**config.mk**
```make
export PLATFORM = sky130hd
export DESIGN_NAME = histogram_frame_sequencer_flat
export DESIGN_NICKNAME = d
export VERILOG_FILES = /design/src/rtl/histogram_frame_sequencer_if.sv /design/src/rtl/histogram_frame_sequencer.sv /design/src/flat_wrapper.sv
export SDC_FILE = /design/constraint.sdc
export NUM_CORES = 1
export LEC_CHECK = 0
export BUFFER_PORTS_ARGS = -buffer_cell sky130_fd_sc_hd__buf_2
export CELL_PAD_IN_SITES_DETAIL_PLACEMENT = 1
export CELL_PAD_IN_SITES_GLOBAL_PLACEMENT = 1
export CORE_MARGIN = 8
export CORE_UTILIZATION = 46
export DETAILED_ROUTE_END_ITERATION = 8
export GPL_ROUTABILITY_DRIVEN = 0
export GPL_TIMING_DRIVEN = 0
export PLACE_DENSITY = 0.89
export SLEW_MARGIN = 0
export SYNTH_ARGS = -nofsm -noshare
export SYNTH_HDL_FRONTEND = slang
export SYNTH_SLANG_ARGS = --single-unit
```
**constraint.sdc**
```tcl
create_clock -name iClk -period 11.75 [get_ports iClk]
set_input_delay 0 -clock iClk [delete_from_list [all_inputs] [get_ports iClk]]
set_output_delay 0 -clock iClk [all_outputs]
set_load 0.005 [all_outputs]
```
**src/rtl/histogram_frame_sequencer_if.sv**
```systemverilog
// ============================================================================
// Module      : histogram_frame_sequencer_if
// Description : Pixel stream, bin RAM and result bundle of the histogram
//               frame sequencer.
// Revision    : 1.0 - initial release
// ============================================================================
`default_nettype none

interface histogram_frame_sequencer_if #(
   parameter int BIN_BITS   = 8,
   parameter int COUNT_BITS = 19
);
   logic                  iFval;
   logic                  iDval;
   logic [BIN_BITS-1:0]   iPixel;
   logic [BIN_BITS-1:0]   oRamRaddr;
   logic [COUNT_BITS-1:0] iRamRdata;
   logic [BIN_BITS-1:0]   oRamWaddr;
   logic                  oRamWe;
   logic [COUNT_BITS-1:0] oRamWdata;
   logic [BIN_BITS-1:0]   oThreshold;
   logic                  oThreshValid;
   logic [COUNT_BITS-1:0] oPixCount;
   logic [2:0]            oPhase;
   logic                  oOverrun;

   modport master (
      input  iFval, iDval, iPixel, iRamRdata,
      output oRamRaddr, oRamWaddr, oRamWe, oRamWdata,
      output oThreshold, oThreshValid, oPixCount, oPhase, oOverrun
   );

   modport slave (
      output iFval, iDval, iPixel, iRamRdata,
      input  oRamRaddr, oRamWaddr, oRamWe, oRamWdata,
      input  oThreshold, oThreshValid, oPixCount, oPhase, oOverrun
   );
endinterface

`default_nettype wire

```
**src/rtl/histogram_frame_sequencer.sv**
```systemverilog
// ============================================================================
// Module      : histogram_frame_sequencer
// Description : Clears, accumulates and sweeps the shared histogram bin RAM
//               once per frame and derives a cumulative-count threshold.
//               Optional macro CUM_WRITEBACK_EN writes the running sum back
//               into the RAM during the sweep.
// Revision    : 1.0 - initial release
// ============================================================================
`default_nettype none

module histogram_frame_sequencer #(
   parameter int BIN_BITS     = 8,
   parameter int COUNT_BITS   = 19,
   parameter int TARGET_SHIFT = 1
) (
   input  wire logic iClk,
   input  wire logic iRst,
   histogram_frame_sequencer_if.master bus
);

   localparam logic [2:0] c_CLEAR    = 3'd0;
   localparam logic [2:0] c_WAIT     = 3'd1;
   localparam logic [2:0] c_ACCUM    = 3'd2;
   localparam logic [2:0] c_DRAIN    = 3'd3;
   localparam logic [2:0] c_CUMULATE = 3'd4;

   localparam int                    c_NBINS    = 1 << BIN_BITS;
   localparam logic [BIN_BITS:0]     c_LAST_BIN = (BIN_BITS+1)'(c_NBINS - 1);
   localparam logic [BIN_BITS:0]     c_SWEEP_END = (BIN_BITS+1)'(c_NBINS);
   localparam logic [COUNT_BITS-1:0] c_CNT_MAX  = '1;

   logic [2:0]            r_state;
   logic [BIN_BITS:0]     r_idx;
   logic                  r_arm;
   logic                  r_fval_d;
   logic                  r_s1_valid;
   logic [BIN_BITS-1:0]   r_s1_bin;
   logic                  r_prev_we;
   logic [BIN_BITS-1:0]   r_prev_bin;
   logic [COUNT_BITS-1:0] r_prev_data;
   logic [COUNT_BITS-1:0] r_pix_cnt;
   logic [COUNT_BITS-1:0] r_pix_count_out;
   logic [COUNT_BITS-1:0] r_target;
   logic [COUNT_BITS-1:0] r_sum;
   logic                  r_found;
   logic [BIN_BITS-1:0]   r_cand;
   logic [BIN_BITS-1:0]   r_threshold;
   logic                  r_overrun;

   logic                  w_fval_rise;
   logic                  w_start;
   logic                  w_accept;
   logic                  w_s1_fwd;
   logic [COUNT_BITS-1:0] w_s1_old;
   logic [COUNT_BITS-1:0] w_s1_new;
   logic [COUNT_BITS:0]   w_sum_wide;
   logic [COUNT_BITS-1:0] w_sum_next;
   logic                  w_sweep_data;
   logic                  w_hit;
   logic [BIN_BITS-1:0]   w_sweep_bin;
   logic                  w_final;
   logic [BIN_BITS-1:0]   w_thr_final;
   logic [BIN_BITS-1:0]   w_raddr;
   logic [BIN_BITS-1:0]   w_waddr;
   logic [COUNT_BITS-1:0] w_wdata;
   logic                  w_we;

   assign w_fval_rise = bus.iFval & ~r_fval_d;
   assign w_start     = (r_state == c_WAIT) & w_fval_rise;
   assign w_accept    = bus.iDval & (w_start | ((r_state == c_ACCUM) & bus.iFval));

   // The RAM returns stale data when the bin was written on the read edge.
   assign w_s1_fwd = r_prev_we && (r_prev_bin == r_s1_bin);
   assign w_s1_old = w_s1_fwd ? r_prev_data : bus.iRamRdata;
   assign w_s1_new = (w_s1_old == c_CNT_MAX) ? c_CNT_MAX : w_s1_old + COUNT_BITS'(1);

   assign w_sum_wide   = {1'b0, r_sum} + {1'b0, bus.iRamRdata};
   assign w_sum_next   = w_sum_wide[COUNT_BITS] ? c_CNT_MAX : w_sum_wide[COUNT_BITS-1:0];
   assign w_sweep_data = (r_state == c_CUMULATE) && (r_idx != '0);
   assign w_sweep_bin  = r_idx[BIN_BITS-1:0] - BIN_BITS'(1);
   assign w_hit        = w_sweep_data && !r_found && (w_sum_next >= r_target);
   assign w_final      = (r_state == c_CUMULATE) && (r_idx == c_SWEEP_END);
   assign w_thr_final  = r_found ? r_cand : w_sweep_bin;

   always_comb begin
      w_raddr = '0;
      w_waddr = '0;
      w_wdata = '0;
      w_we    = 1'b0;
      case (r_state)
         c_CLEAR: begin
            w_we    = r_arm;
            w_waddr = r_idx[BIN_BITS-1:0];
         end
         c_WAIT, c_ACCUM, c_DRAIN: begin
            if (w_accept) begin
               w_raddr = bus.iPixel;
            end
            if (r_s1_valid) begin
               w_we    = 1'b1;
               w_waddr = r_s1_bin;
               w_wdata = w_s1_new;
            end
         end
         c_CUMULATE: begin
            if (!r_idx[BIN_BITS]) begin
               w_raddr = r_idx[BIN_BITS-1:0];
            end
`ifdef CUM_WRITEBACK_EN
            if (w_sweep_data) begin
               w_we    = 1'b1;
               w_waddr = w_sweep_bin;
               w_wdata = w_sum_next;
            end
`endif
         end
         default: begin
            w_we = 1'b0;
         end
      endcase
   end

   always_ff @(posedge iClk) begin
      if (iRst) begin
         r_state         <= c_CLEAR;
         r_idx           <= '0;
         r_arm           <= 1'b0;
         r_fval_d        <= 1'b0;
         r_s1_valid      <= 1'b0;
         r_s1_bin        <= '0;
         r_prev_we       <= 1'b0;
         r_prev_bin      <= '0;
         r_prev_data     <= '0;
         r_pix_cnt       <= '0;
         r_pix_count_out <= '0;
         r_target        <= '0;
         r_sum           <= '0;
         r_found         <= 1'b0;
         r_cand          <= '0;
         r_threshold     <= '0;
         r_overrun       <= 1'b0;
      end else begin
         r_fval_d    <= bus.iFval;
         r_s1_valid  <= w_accept;
         r_s1_bin    <= bus.iPixel;
         r_prev_we   <= r_s1_valid;
         r_prev_bin  <= r_s1_bin;
         r_prev_data <= w_s1_new;

         if (w_fval_rise && (r_state != c_WAIT)) begin
            r_overrun <= 1'b1;
         end

         case (r_state)
            c_CLEAR: begin
               // One idle cycle after reset keeps the write strobe low while
               // the outputs still show their reset values.
               if (!r_arm) begin
                  r_arm <= 1'b1;
               end else if (r_idx == c_LAST_BIN) begin
                  r_idx   <= '0;
                  r_state <= c_WAIT;
               end else begin
                  r_idx <= r_idx + (BIN_BITS+1)'(1);
               end
            end
            c_WAIT: begin
               if (w_start) begin
                  r_pix_cnt <= {{(COUNT_BITS-1){1'b0}}, w_accept};
                  r_state   <= c_ACCUM;
               end
            end
            c_ACCUM: begin
               if (!bus.iFval) begin
                  r_state <= c_DRAIN;
               end else if (w_accept && (r_pix_cnt != c_CNT_MAX)) begin
                  r_pix_cnt <= r_pix_cnt + COUNT_BITS'(1);
               end
            end
            c_DRAIN: begin
               r_pix_count_out <= r_pix_cnt;
               r_target        <= r_pix_cnt >> TARGET_SHIFT;
               r_sum           <= '0;
               r_found         <= 1'b0;
               r_idx           <= '0;
               r_state         <= c_CUMULATE;
            end
            c_CUMULATE: begin
               if (w_sweep_data) begin
                  r_sum <= w_sum_next;
               end
               if (w_hit) begin
                  r_found <= 1'b1;
                  r_cand  <= w_sweep_bin;
               end
               if (w_final) begin
                  r_threshold <= w_thr_final;
                  r_idx       <= '0;
                  r_state     <= c_CLEAR;
               end else begin
                  r_idx <= r_idx + (BIN_BITS+1)'(1);
               end
            end
            default: begin
               r_idx   <= '0;
               r_state <= c_CLEAR;
            end
         endcase
      end
   end

   assign bus.oRamRaddr    = w_raddr;
   assign bus.oRamWaddr    = w_waddr;
   assign bus.oRamWdata    = w_wdata;
   assign bus.oRamWe       = w_we;
   // The threshold is presented on the same cycle as its valid pulse.
   assign bus.oThreshold   = w_final ? w_thr_final : r_threshold;
   assign bus.oThreshValid = w_final;
   assign bus.oPixCount    = r_pix_count_out;
   assign bus.oPhase       = r_state;
   assign bus.oOverrun     = r_overrun;

endmodule

`default_nettype wire
```
**src/flat_wrapper.sv**
```systemverilog
// flat-port wrapper written by rule: the top's interface ports become plain ports
module histogram_frame_sequencer_flat 
#(
   parameter int BIN_BITS     = 8,
   parameter int COUNT_BITS   = 19,
   parameter int TARGET_SHIFT = 1
)
  (iClk, iRst, bus_iFval, bus_iDval, bus_iPixel, bus_iRamRdata, bus_oRamRaddr, bus_oRamWaddr, bus_oRamWe, bus_oRamWdata, bus_oThreshold, bus_oThreshValid, bus_oPixCount, bus_oPhase, bus_oOverrun);
  histogram_frame_sequencer_if #(.BIN_BITS(BIN_BITS), .COUNT_BITS(COUNT_BITS)) bus_i ();
  input  wire logic iClk;
  input  wire logic iRst;
  input wire logic [$bits(bus_i.iFval)-1:0] bus_iFval;
  input wire logic [$bits(bus_i.iDval)-1:0] bus_iDval;
  input wire logic [$bits(bus_i.iPixel)-1:0] bus_iPixel;
  input wire logic [$bits(bus_i.iRamRdata)-1:0] bus_iRamRdata;
  output wire logic [$bits(bus_i.oRamRaddr)-1:0] bus_oRamRaddr;
  output wire logic [$bits(bus_i.oRamWaddr)-1:0] bus_oRamWaddr;
  output wire logic [$bits(bus_i.oRamWe)-1:0] bus_oRamWe;
  output wire logic [$bits(bus_i.oRamWdata)-1:0] bus_oRamWdata;
  output wire logic [$bits(bus_i.oThreshold)-1:0] bus_oThreshold;
  output wire logic [$bits(bus_i.oThreshValid)-1:0] bus_oThreshValid;
  output wire logic [$bits(bus_i.oPixCount)-1:0] bus_oPixCount;
  output wire logic [$bits(bus_i.oPhase)-1:0] bus_oPhase;
  output wire logic [$bits(bus_i.oOverrun)-1:0] bus_oOverrun;
  assign bus_i.iFval = bus_iFval;
  assign bus_i.iDval = bus_iDval;
  assign bus_i.iPixel = bus_iPixel;
  assign bus_i.iRamRdata = bus_iRamRdata;
  assign bus_oRamRaddr = bus_i.oRamRaddr;
  assign bus_oRamWaddr = bus_i.oRamWaddr;
  assign bus_oRamWe = bus_i.oRamWe;
  assign bus_oRamWdata = bus_i.oRamWdata;
  assign bus_oThreshold = bus_i.oThreshold;
  assign bus_oThreshValid = bus_i.oThreshValid;
  assign bus_oPixCount = bus_i.oPixCount;
  assign bus_oPhase = bus_i.oPhase;
  assign bus_oOverrun = bus_i.oOverrun;
  histogram_frame_sequencer #(.BIN_BITS(BIN_BITS), .COUNT_BITS(COUNT_BITS), .TARGET_SHIFT(TARGET_SHIFT)) u_core (.iClk(iClk), .iRst(iRst), .bus(bus_i));
endmodule
```
# Yosys cells after proc, flatten, opt, wreduce, memory -nomap -nowiden
# Index checks and enable logic that the tools add are counted.
# word_totals
ff_bits	144
output_inout_bits	68
wordCells	101
# op_classes
addsub	5
order_cmp	1
n_eq_ne	19
mux	32
bitwise	7
n_reduce_logical	20
# ops
operator	n
$mux W19	9
$pmux W19 S2	2
$mux W8	5
$add A19 B1 Y19 const B	2
$pmux W8 S2	2
$mux W9	3
$pmux W9 S3	1
$add A19 B19 Y20	1
$eq A19 B19 Y1 const B	1
$ge A19 B18 Y1	1
$ne A19 B19 Y1 const B	1
$mux W3	5
$pmux W3 S5	1
$ne A2 B1 Y1 const B	6
$add A9 B1 Y9 const B	1
$eq A9 B8 Y1 const B	1
$eq A9 B9 Y1 const B	1
$reduce_bool A9 Y1	1
$eq A8 B8 Y1	1
$reduce_and A2 Y1	4
$sub A8 B1 Y8 const B	1
$logic_and A1 B1 Y1	7
$eq A3 B2 Y1 const B	2
$ne A2 B2 Y1 const B	3
other kinds (15)	22

# Longest topological paths before layout
# Gate-level depths: netlist (run 1).
# depth
depth_word	9
ltp_mapped	18

# Worst setup path after synthesis (run 1)
# Ideal clock, no wire load.
# synth_timing
path_kind	flip-flop to flip-flop
startpoint	register u_core.r_sum[0]
endpoint	register u_core.r_cand[7]
arrival_time_ps	3704
t_required_ps	11678
slack_ps	7974
path_stages_with_launch	19
cell_sequence	dfxtp_1 ha_1 fa_1 a21o_1 a221oi_1 nor3b_1 o21ai_0 a31oi_1 xnor2_1 nand2b_1 ha_1 o21ai_0 o21ai_0 nor3_1 o41ai_1 and4_1 buf_2 nor3_4 mux2i_1
# synth_between
elab_chain_len	5
# synth_lines
element	line_no	text
start: declaration	histogram_frame_sequencer.sv:44	logic [COUNT_BITS-1:0] r_sum;
start signal: assignment	histogram_frame_sequencer.sv:190	r_sum <= w_sum_next;
$add A19 B19 Y20	histogram_frame_sequencer.sv:77	assign w_sum_wide = {1'b0, r_sum} + {1'b0, bus.iRamRdata};
$mux W19	histogram_frame_sequencer.sv:78	assign w_sum_next = w_sum_wide[COUNT_BITS] ? c_CNT_MAX : w_sum_wide[COUNT_BITS-1:0];
$ge A19 B18 Y1	histogram_frame_sequencer.sv:81	assign w_hit = w_sweep_data && !r_found && (w_sum_next >= r_target);
$logic_and A1 B1 Y1	histogram_frame_sequencer.sv:81	
$reduce_and A2 Y1 (no source line)	--	
end signal: assignment	histogram_frame_sequencer.sv:194	r_cand <= w_sweep_bin;
end: declaration	histogram_frame_sequencer.sv:46	logic [BIN_BITS-1:0] r_cand;
# Every way passes these cells.
# A chain may end at the register's enable or synchronous reset.

# Worst setup path in the final report (run 1)
# layout_timing
startpoint	register u_core.r_s1_bin[3]
endpoint	output bus_oRamWdata[12]
# layout_between
elab_chain_len	7
# layout_lines
element	line_no	text
start: declaration	histogram_frame_sequencer.sv:37	logic [BIN_BITS-1:0] r_s1_bin;
start signal: assignment	histogram_frame_sequencer.sv:145	r_s1_bin <= bus.iPixel;
$eq A8 B8 Y1 (*)	histogram_frame_sequencer.sv:73	assign w_s1_fwd = r_prev_we && (r_prev_bin == r_s1_bin);
$logic_and A1 B1 Y1 (*)	histogram_frame_sequencer.sv:73	
$mux W19 (*)	histogram_frame_sequencer.sv:74	assign w_s1_old = w_s1_fwd ? r_prev_data : bus.iRamRdata;
$add A19 B1 Y19 / $eq A19 B19 Y1 (equally long branches)	histogram_frame_sequencer.sv:75	assign w_s1_new = (w_s1_old == c_CNT_MAX) ? c_CNT_MAX : w_s1_old + COUNT_BITS'(1);
$mux W19 (*)	histogram_frame_sequencer.sv:75	
$mux W19 (*)	histogram_frame_sequencer.sv:99	if (r_s1_valid) begin
$mux W19 (*)	histogram_frame_sequencer.sv:90	case (r_state)
end: declaration	flat_wrapper.sv:19	output wire logic [$bits(bus_i.oRamWdata)-1:0] bus_oRamWdata;
# Mark *: on every way between the ends. The rest lies on a longest branch, timed or not.

==> flow_summary_export.csv, run 1 <==
group,metric,value,unit
status,status,"completed",
setup_path,crit_buf_inv,5,
setup_path,crit_required,11.75,ns
grt,grt_overflow,0,
setup_path,timing.rr.start,"u_core.r_sum[13]",
setup_path,crit_family,"simple AND/OR/NAND/NOR gates",
setup_path,r2r_cells,17,
cts,cts_tree,"done",
setup_path,worstPathCellList,"xnor2_1 -> nand4_1 -> nor3_1 -> buf_2 -> buf_2 -> buf_1 -> mux2_2 -> ha_1 -> nand3_1 -> nor3_1 -> nand2_1 -> mux2i_1 -> o21ai_0 -> nor2_1 -> clkbuf_1 -> nor2_1 -> nor2_1 -> buf_2",
synth,ys_ff_latch,126,
cts,clkSinkCount,126,
synth,ys_seq_area_frac,0.336,
die,pin_count,99,
detailed_routing,drtIter0Drc,475,
die,std_cell_rows,46,
detailed_routing,vias_per_cell,5.81,
pwr,p_seq_frac,0.400,
finish,diodes,0,
grt,gr-usage-all-layers,0.262,
sta,setup_viol,0,
setup_path,cp-end-kind,"output port",
sta,hold_violations,0,
setup_path,r2r_setup_slack,6.60,ns
setup_path,cp_slowest_stage_delay,0.48,ns
die,dieArea,0.0207,mm2
finish,fillers,2008,
setup_path,r2r_end,"u_core.r_cand[4]",
die,fp.coreArea,0.0159,mm2
pwr,clkPwrFrac,0.519,
sta,maxSlewViolCount,0,
grt,grt_start_max_net_pins,17,
pwr,power.total,1110,uW
synth,netlist_instances,975,
detailed_routing,drc,0,
synth,synthArstFlopShare,0,
synth,ys_types,61,
pwr,peakVddDrop,102,uV
cts,clkLatencyLatePin,0.43,ns
cts,htreeDepth,4,
pwr,p_sw_frac,0.249,
cts,clockBufferDepth,2,
synth,syn_area_per_cell,7.70,um2
sta,min_period,5.34,ns
die,initial_utilization,0.471,
grt,grt_pass1_vias,8022,
synth,synth_ff_type,"dfxtp_1",
pwr,internal-power,831,uW
cts,numCtsBuffers,17,
placement,hpwl,17900,um
setup_path,arrival,5.34,ns
cts,cts.clk_slew.worst_paths,0.06,ns
sta,tightest_slew,1.08,ns
hold_path,min-delay-start,"bus_iRamRdata[17]",
setup_path,critPathMaxFanout,10,
hold_path,hold_path_class,"input port to flip-flop",
synth,synth-edff-count,0,
finish,syn_to_final_growth,19.9,%
setup_path,crit_path_top_delay_cell,"buf_1",
sta,timing.fmax,0.187,GHz
detailed_routing,routed_wl,26400,um
detailed_routing,firstDrtPassIters,5,
detailed_routing,vias,7733,
sta,fin_skew,0.00757,ns
cts,cts_root_buffer,"clkbuf_16",
finish,utilization,0.565,
synth,synthesis.nets,1051,
detailed_routing,ant_nets,0,
die,die_y,144,um
pwr,switching_power,276,uW
grt,antenna_found_initial,0,
sta,finalCritPeriodShare,0.455,
detailed_routing,routedWlPerCell,19.8,um
pwr,power.density,123,mW/mm2
hold_path,hold-path-endpoint,"u_core.r_prev_data[17]",
grt,grt_pass1_wl,42600,um
finish,nNetsFinal,1178,
sta,rsz0062_at_grt,"false",
run,maxCapViolCount,0,
pwr,power.leakage,0.00365,uW
pwr,comb_power_share,0.081,
sta,finalSetupTns,0,ns
setup_path,crit_type,"flip-flop to output port",
setup_path,start_kind,"flip-flop",
synth,synth_area,0.00751,mm2
synth,yosys_warnings,0,
sta,slew_headroom,0.275,
placement,port_buffers,97,
hold_path,min_path_cells,5,
finish,drive_above_1_share,0.140,
die,die_w,144,um
## cells in the final DEF, fill, tap and decap left out, types with 5 or more instances in the layout
cell type and n:
or3_1 5, ha_1 44, buf_2 106, nand2_1 122, and3_1 13, clkbuf_16 17
nor2_1 127, mux2_2 7, nand3_1 50, o31a_1 7, nand4_1 14, nor3b_1 5
dlygate4sd3_1 11, a211oi_1 13, a31oi_1 5, nor2b_1 32, nor4_1 6, mux2i_1 20
nor3_1 13, o21ai_0 35, a21oi_1 86, a22o_1 8, o211ai_1 5, clkbuf_1 38
inv_1 44, nand2b_1 11, xor2_1 26, xnor2_1 39, dfxtp_1 126, and4_1 6
## cells by family (layout without fill, tap and decap cells)
group	count (synthesis)	count (layout)	synth area share
muxes	27	27	0.0371
and+or+nand+nor	423	423	0.268
buffers and inverters	95	235	0.0495
DFF	126	126	0.336
AOI/OAI and AO/OA	194	194	0.158
adders and majority gates	45	45	0.0759
xor gates and xnor gates	65	65	0.0758
## registers in the layout, indices dropped and copies added, names as in the netlist, 3 cells and up
signal,flops
u_core.bus.oPhase,3
u_core.r_s1_bin,8
u_core.r_sum,19
u_core.bus.oPixCount,19
u_core.r_prev_bin,8
u_core.r_cand,8
u_core.r_pix_cnt,19
u_core.r_prev_data,19
u_core.r_idx,9
u_core.r_threshold,8
## worst register-to-register path: stages, from the launching register on
cell	delay, ns
dfxtp_1	0.34
ha_1	0.35
a21oi_1	0.29
a21oi_1	0.12
o21ai_0	0.36
nand2_1	0.17
o22ai_1	0.77
clkbuf_1	0.49
nand2_1	0.21
ha_1	0.35
a21oi_1	0.12
o21ai_0	0.10
nor3_1	0.23
o41ai_1	0.15
and4_1	0.22
buf_2	0.19
nor3_4	0.40
a211oi_1	0.15
## per-layer routing
layer | up-vias | global-route usage | share of wire
li1 | 3627 | - | -
met1 | 3809 | 0.302 | 0.42
met2 | 240 | 0.464 | 0.50
met3 | 57 | 0.0591 | 0.051
met4 | 0 | 0.0963 | 0.025
met5 | - | 0 | 0
## worst max-delay path by stage
stage,start,end,slack [ns],depth (start not counted)
floorplan,u_core.r_sum[0],u_core.r_cand[7],7.97,18
global placement,u_core.r_s1_bin[0],bus_oRamWdata[5],7.04,18
detailed placement,u_core.r_s1_bin[1],bus_oRamWdata[12],6.94,18
CTS,u_core.r_s1_bin[2],bus_oRamWdata[12],6.44,18
global route,u_core.r_s1_bin[3],bus_oRamWdata[12],6.03,18
finish,u_core.r_s1_bin[3],bus_oRamWdata[12],6.41,18
## power groups by stage
stage	clock network, uW	logic, uW	registers, uW
3_5_place_dp	0	81.7	451
3_3_place_gp	0	78.1	451
6_report	574	89.4	443
5_1_grt	597	97.3	444
2_1_floorplan	0	53.6	449
4_1_cts	575	87.6	442
## through the flow
stage	setup WS [ns]	std cells	instance area, um2	hold slack, ns
finish	6.41	1331	9010	0.0601
global route	6.03	1331	9010	0.0782
CTS	6.44	1331	9010	0.0387
detailed placement	6.94	1288	8270	0.238
global placement	7.04	1288	8270	0.231
floorplan	7.97	975	7510	0.116
## what timing repair did
| action | CTS | global route |
|---|---|---|
| resized for setup | 0 | 0 |
| hold endpoints to repair | 12 | 0 |
| setup buffers | 0 | 0 |
| hold buffers | 11 | 0 |
## synthesized netlist by cell type, types with 14 or more instances
cell type  instances  area, um2
nor2_1           127        477
dfxtp_1          126       2520
nand2_1          122        458
a21oi_1           86        430
nand3_1           50        250
ha_1              44        551
inv_1             44        165
xnor2_1           39        342
clkbuf_1          37        139
o21ai_0           35        175
nor2b_1           32        200
xor2_1            26        228
mux2i_1           20        200
nand4_1           14       87.6
## layout make-up
cell class              instances  area [um2]  area share
multi-input cells             754        4620       0.513
flip-flops and latches        126        2520       0.280
repair buffers                108         596      0.0661
clock buffers                  19         443      0.0492
well taps                     216         270      0.0300
plain buffers                  51         206      0.0229
clock inverters                13         185      0.0206
inverters                      44         165      0.0183
(Power assumes the default switching activity.)
==> run 2: changes to the inputs <==
Settings changed: CORE_UTILIZATION 46 to 43, PLACE_DENSITY 0.89 to 0.85.
Clock period 11.75 ns to 5.2 ns, I/O delays scaled along.
==> run 2 against run 1 <==
Effect of this change: wire length fell by 4.6%; critical path depth stayed put; flip-flop and latch count did not move; final cell count up 0.68%; register-to-register slack lost 6.1 ns; via count decreased by 3.7%; die area up 6.2%; first-iteration DRC count decreased by 28%; critical endpoint is now bus_oRamWdata[5].
==> flow_summary_export.csv, run 2 (synthesized netlist as in run 1, its figures left out) <==
group,metric,value,unit
grt,grt_pass1_vias,7861,
hold_path,hold_path_class,"input port to flip-flop",
finish,final_cell_mix,"nor2_1 (126), dfxtp_1 (126), nand2_1 (122), buf_2 (106), a21oi_1 (86)",
finish,nNetsFinal,1177,
pwr,power.leakage,0.00364,uW
pwr,internal-power,1810,uW
cts,cts.clk_slew.worst_paths,0.06,ns
run,maxCapViolCount,0,
placement,hpwl,18200,um
grt,grt_overflow,0,
hold_path,min_path_cells,3,
hold_path,min-delay-start,"bus_iRamRdata[0]",
sta,hold_violations,0,
detailed_routing,firstDrtPassIters,5,
pwr,switching_power,617,uW
placement,port_buffers,97,
detailed_routing,vias,7448,
setup_path,worstPathCellList,"xnor2_1 -> nand3_1 -> nor3_1 -> buf_2 -> buf_2 -> buf_2 -> mux2_2 -> ha_1 -> nand3_1 -> nor3_2 -> nand2_1 -> mux2i_1 -> o21ai_0 -> nor2_2 -> clkbuf_2 -> nor2_1 -> nor2_1 -> buf_2",
cts,post_cts_buffers,0,
grt,grt_pass1_wl,40900,um
setup_path,r2r_cells,18,
detailed_routing,drc,0,
cts,cts_root_buffer,"clkbuf_16",
grt,antenna_found_initial,1,
die,die_w,148,um
pwr,p_sw_frac,0.254,
pwr,comb_power_share,0.082,
setup_path,cp_slowest_stage_delay,0.35,ns
sta,slew_headroom,0.322,
setup_path,timing.rr.start,"u_core.r_sum[0]",
placement,place_ws,0.345,ns
setup_path,crit_buf_inv,5,
cts,cts_tree,"done",
setup_path,crit_type,"flip-flop to output port",
detailed_routing,ant_nets,0,
cts,clkSinkCount,126,
sta,finalCritPeriodShare,0.942,
sta,tightest_slew,1.01,ns
sta,fin_ws,0.302,ns
detailed_routing,vias_per_cell,5.56,
setup_path,crit_required,5.20,ns
detailed_routing,drtIter0Drc,342,
pwr,clkPwrFrac,0.507,
finish,drive_above_1_share,0.144,
die,std_cell_rows,48,
cts,numCtsBuffers,17,
finish,fin_cells,1340,
detailed_routing,routed_wl,25100,um
pwr,p_seq_frac,0.412,
sta,setup_viol,0,
pwr,peakVddDrop,225,uV
placement,place_area,0.00828,mm2
sta,fin_skew,0.00647,ns
cts,clkLatencyLatePin,0.43,ns
finish,design_area,0.00900,mm2
pwr,power.density,270,mW/mm2
setup_path,crit_path_top_delay_cell,"buf_2",
status,status,"completed",
grt,gr-usage-all-layers,0.231,
grt,grt_start_max_net_pins,17,
die,dieArea,0.0220,mm2
cts,clockBufferDepth,2,
sta,rsz0062_at_grt,"false",
sta,finalSetupTns,0,ns
sta,min_period,4.90,ns
cts,htreeDepth,4,
die,initial_utilization,0.437,
detailed_routing,routedWlPerCell,18.8,um
setup_path,r2r_setup_slack,0.54,ns
setup_path,cp-end-kind,"output port",
finish,regArea,0.00252,mm2
setup_path,critPathMaxFanout,10,
setup_path,crit_family,"simple AND/OR/NAND/NOR gates",
finish,multi_input_area,0.00463,mm2
finish,syn_to_final_growth,19.8,%
sta,maxSlewViolCount,0,
placement,place_inst,1297,
die,fp.coreArea,0.0172,mm2
setup_path,arrival,4.90,ns
die,pin_count,99,
die,die_y,148,um
setup_path,cpMostUsedCell,"buf_2",
setup_path,r2r_end,"u_core.r_cand[7]",
finish,fillers,2236,
sta,timing.fmax,0.204,GHz
hold_path,hold-path-endpoint,"u_core.r_prev_data[0]",
setup_path,start_kind,"flip-flop",
run 2: cell count changes in the layout (fill, tap and decap cells not counted), moves of 2 or more:
cell / before / now
clkbuf_8: 1 / 3
clkinv_2: 3 / 0
clkbuf_2: 0 / 2
bufinv_16: 4 / 2
run 2: worst register-to-register path: stages (launching register included):
cell	delay [ns]
dfxtp_1	0.31
ha_1	0.20
fa_1	0.41
a21o_1	0.21
a221oi_1	0.51
nor3b_1	0.24
o21ai_0	0.22
a31oi_1	0.33
xnor2_1	0.13
nand2b_1	0.17
ha_1	0.30
o21ai_0	0.07
o21ai_0	0.14
nor3_1	0.20
o41ai_1	0.14
and4_1	0.22
buf_2	0.18
nor3_4	0.37
mux2i_1	0.23
run 2: layout make-up:
| cell class | instances | area share |
|---|---|---|
| diodes | 1 | 0.000278 |
| plain buffers | 51 | 0.0232 |
| clock buffers | 22 | 0.0527 |
| clock inverters | 10 | 0.0142 |
| inverters | 44 | 0.0184 |
| multi-input cells | 754 | 0.515 |
| flip-flops and latches | 126 | 0.280 |
| well taps | 225 | 0.0313 |
| repair buffers | 107 | 0.0651 |
run 2: stage by stage:
step | util | hold WS, ns | power, uW
after global routing | 0.524 | 0.0115 | 2500
after CTS | 0.523 | 0.00394 | 2440
after detailed placement | 0.482 | 0.240 | 1200
final | 0.524 | 0.0125 | 2430
after global placement | 0.482 | 0.238 | 1200
after floorplan | - | 0.116 | 1140
run 2: how the worst max path moves through the flow:
stage	startpoint	endpoint	slack (ns)	cells past startpoint
2_1_floorplan	u_core.r_sum[0]	u_core.r_cand[7]	1.42	18
3_3_place_gp	u_core.r_s1_bin[1]	bus_oRamWdata[7]	0.40	18
3_5_place_dp	u_core.r_s1_bin[7]	bus_oRamWdata[5]	0.35	18
4_1_cts	u_core.r_s1_bin[7]	bus_oRamWdata[5]	0.14	18
5_1_grt	u_core.r_s1_bin[2]	bus_oRamWdata[12]	0.02	18
6_report	u_core.r_s1_bin[7]	bus_oRamWdata[5]	0.30	18
run 2: power groups by stage:
stage          registers (uW)  clock network, uW  logic [uW]
2_1_floorplan            1010                  0         121
3_3_place_gp             1020                  0         178
3_5_place_dp             1020                  0         186
4_1_cts                   999               1240         196
5_1_grt                  1000               1280         219
6_report                  999               1230         198
run 2: what timing repair did:
item | CTS | global route
hold endpoints to repair | 10 | 0
resized for setup | 2 | 3
hold buffers | 10 | 0
setup endpoints to repair | 10 | 19
run 2: layer usage:
metal,vias to the layer above,global-route usage,wire length [um]
met1,3625,0.284,11300
met5,-,0,0
met3,36,0.0489,1020
met4,0,0.0745,509
met2,159,0.394,12300
li1,3628,-,-
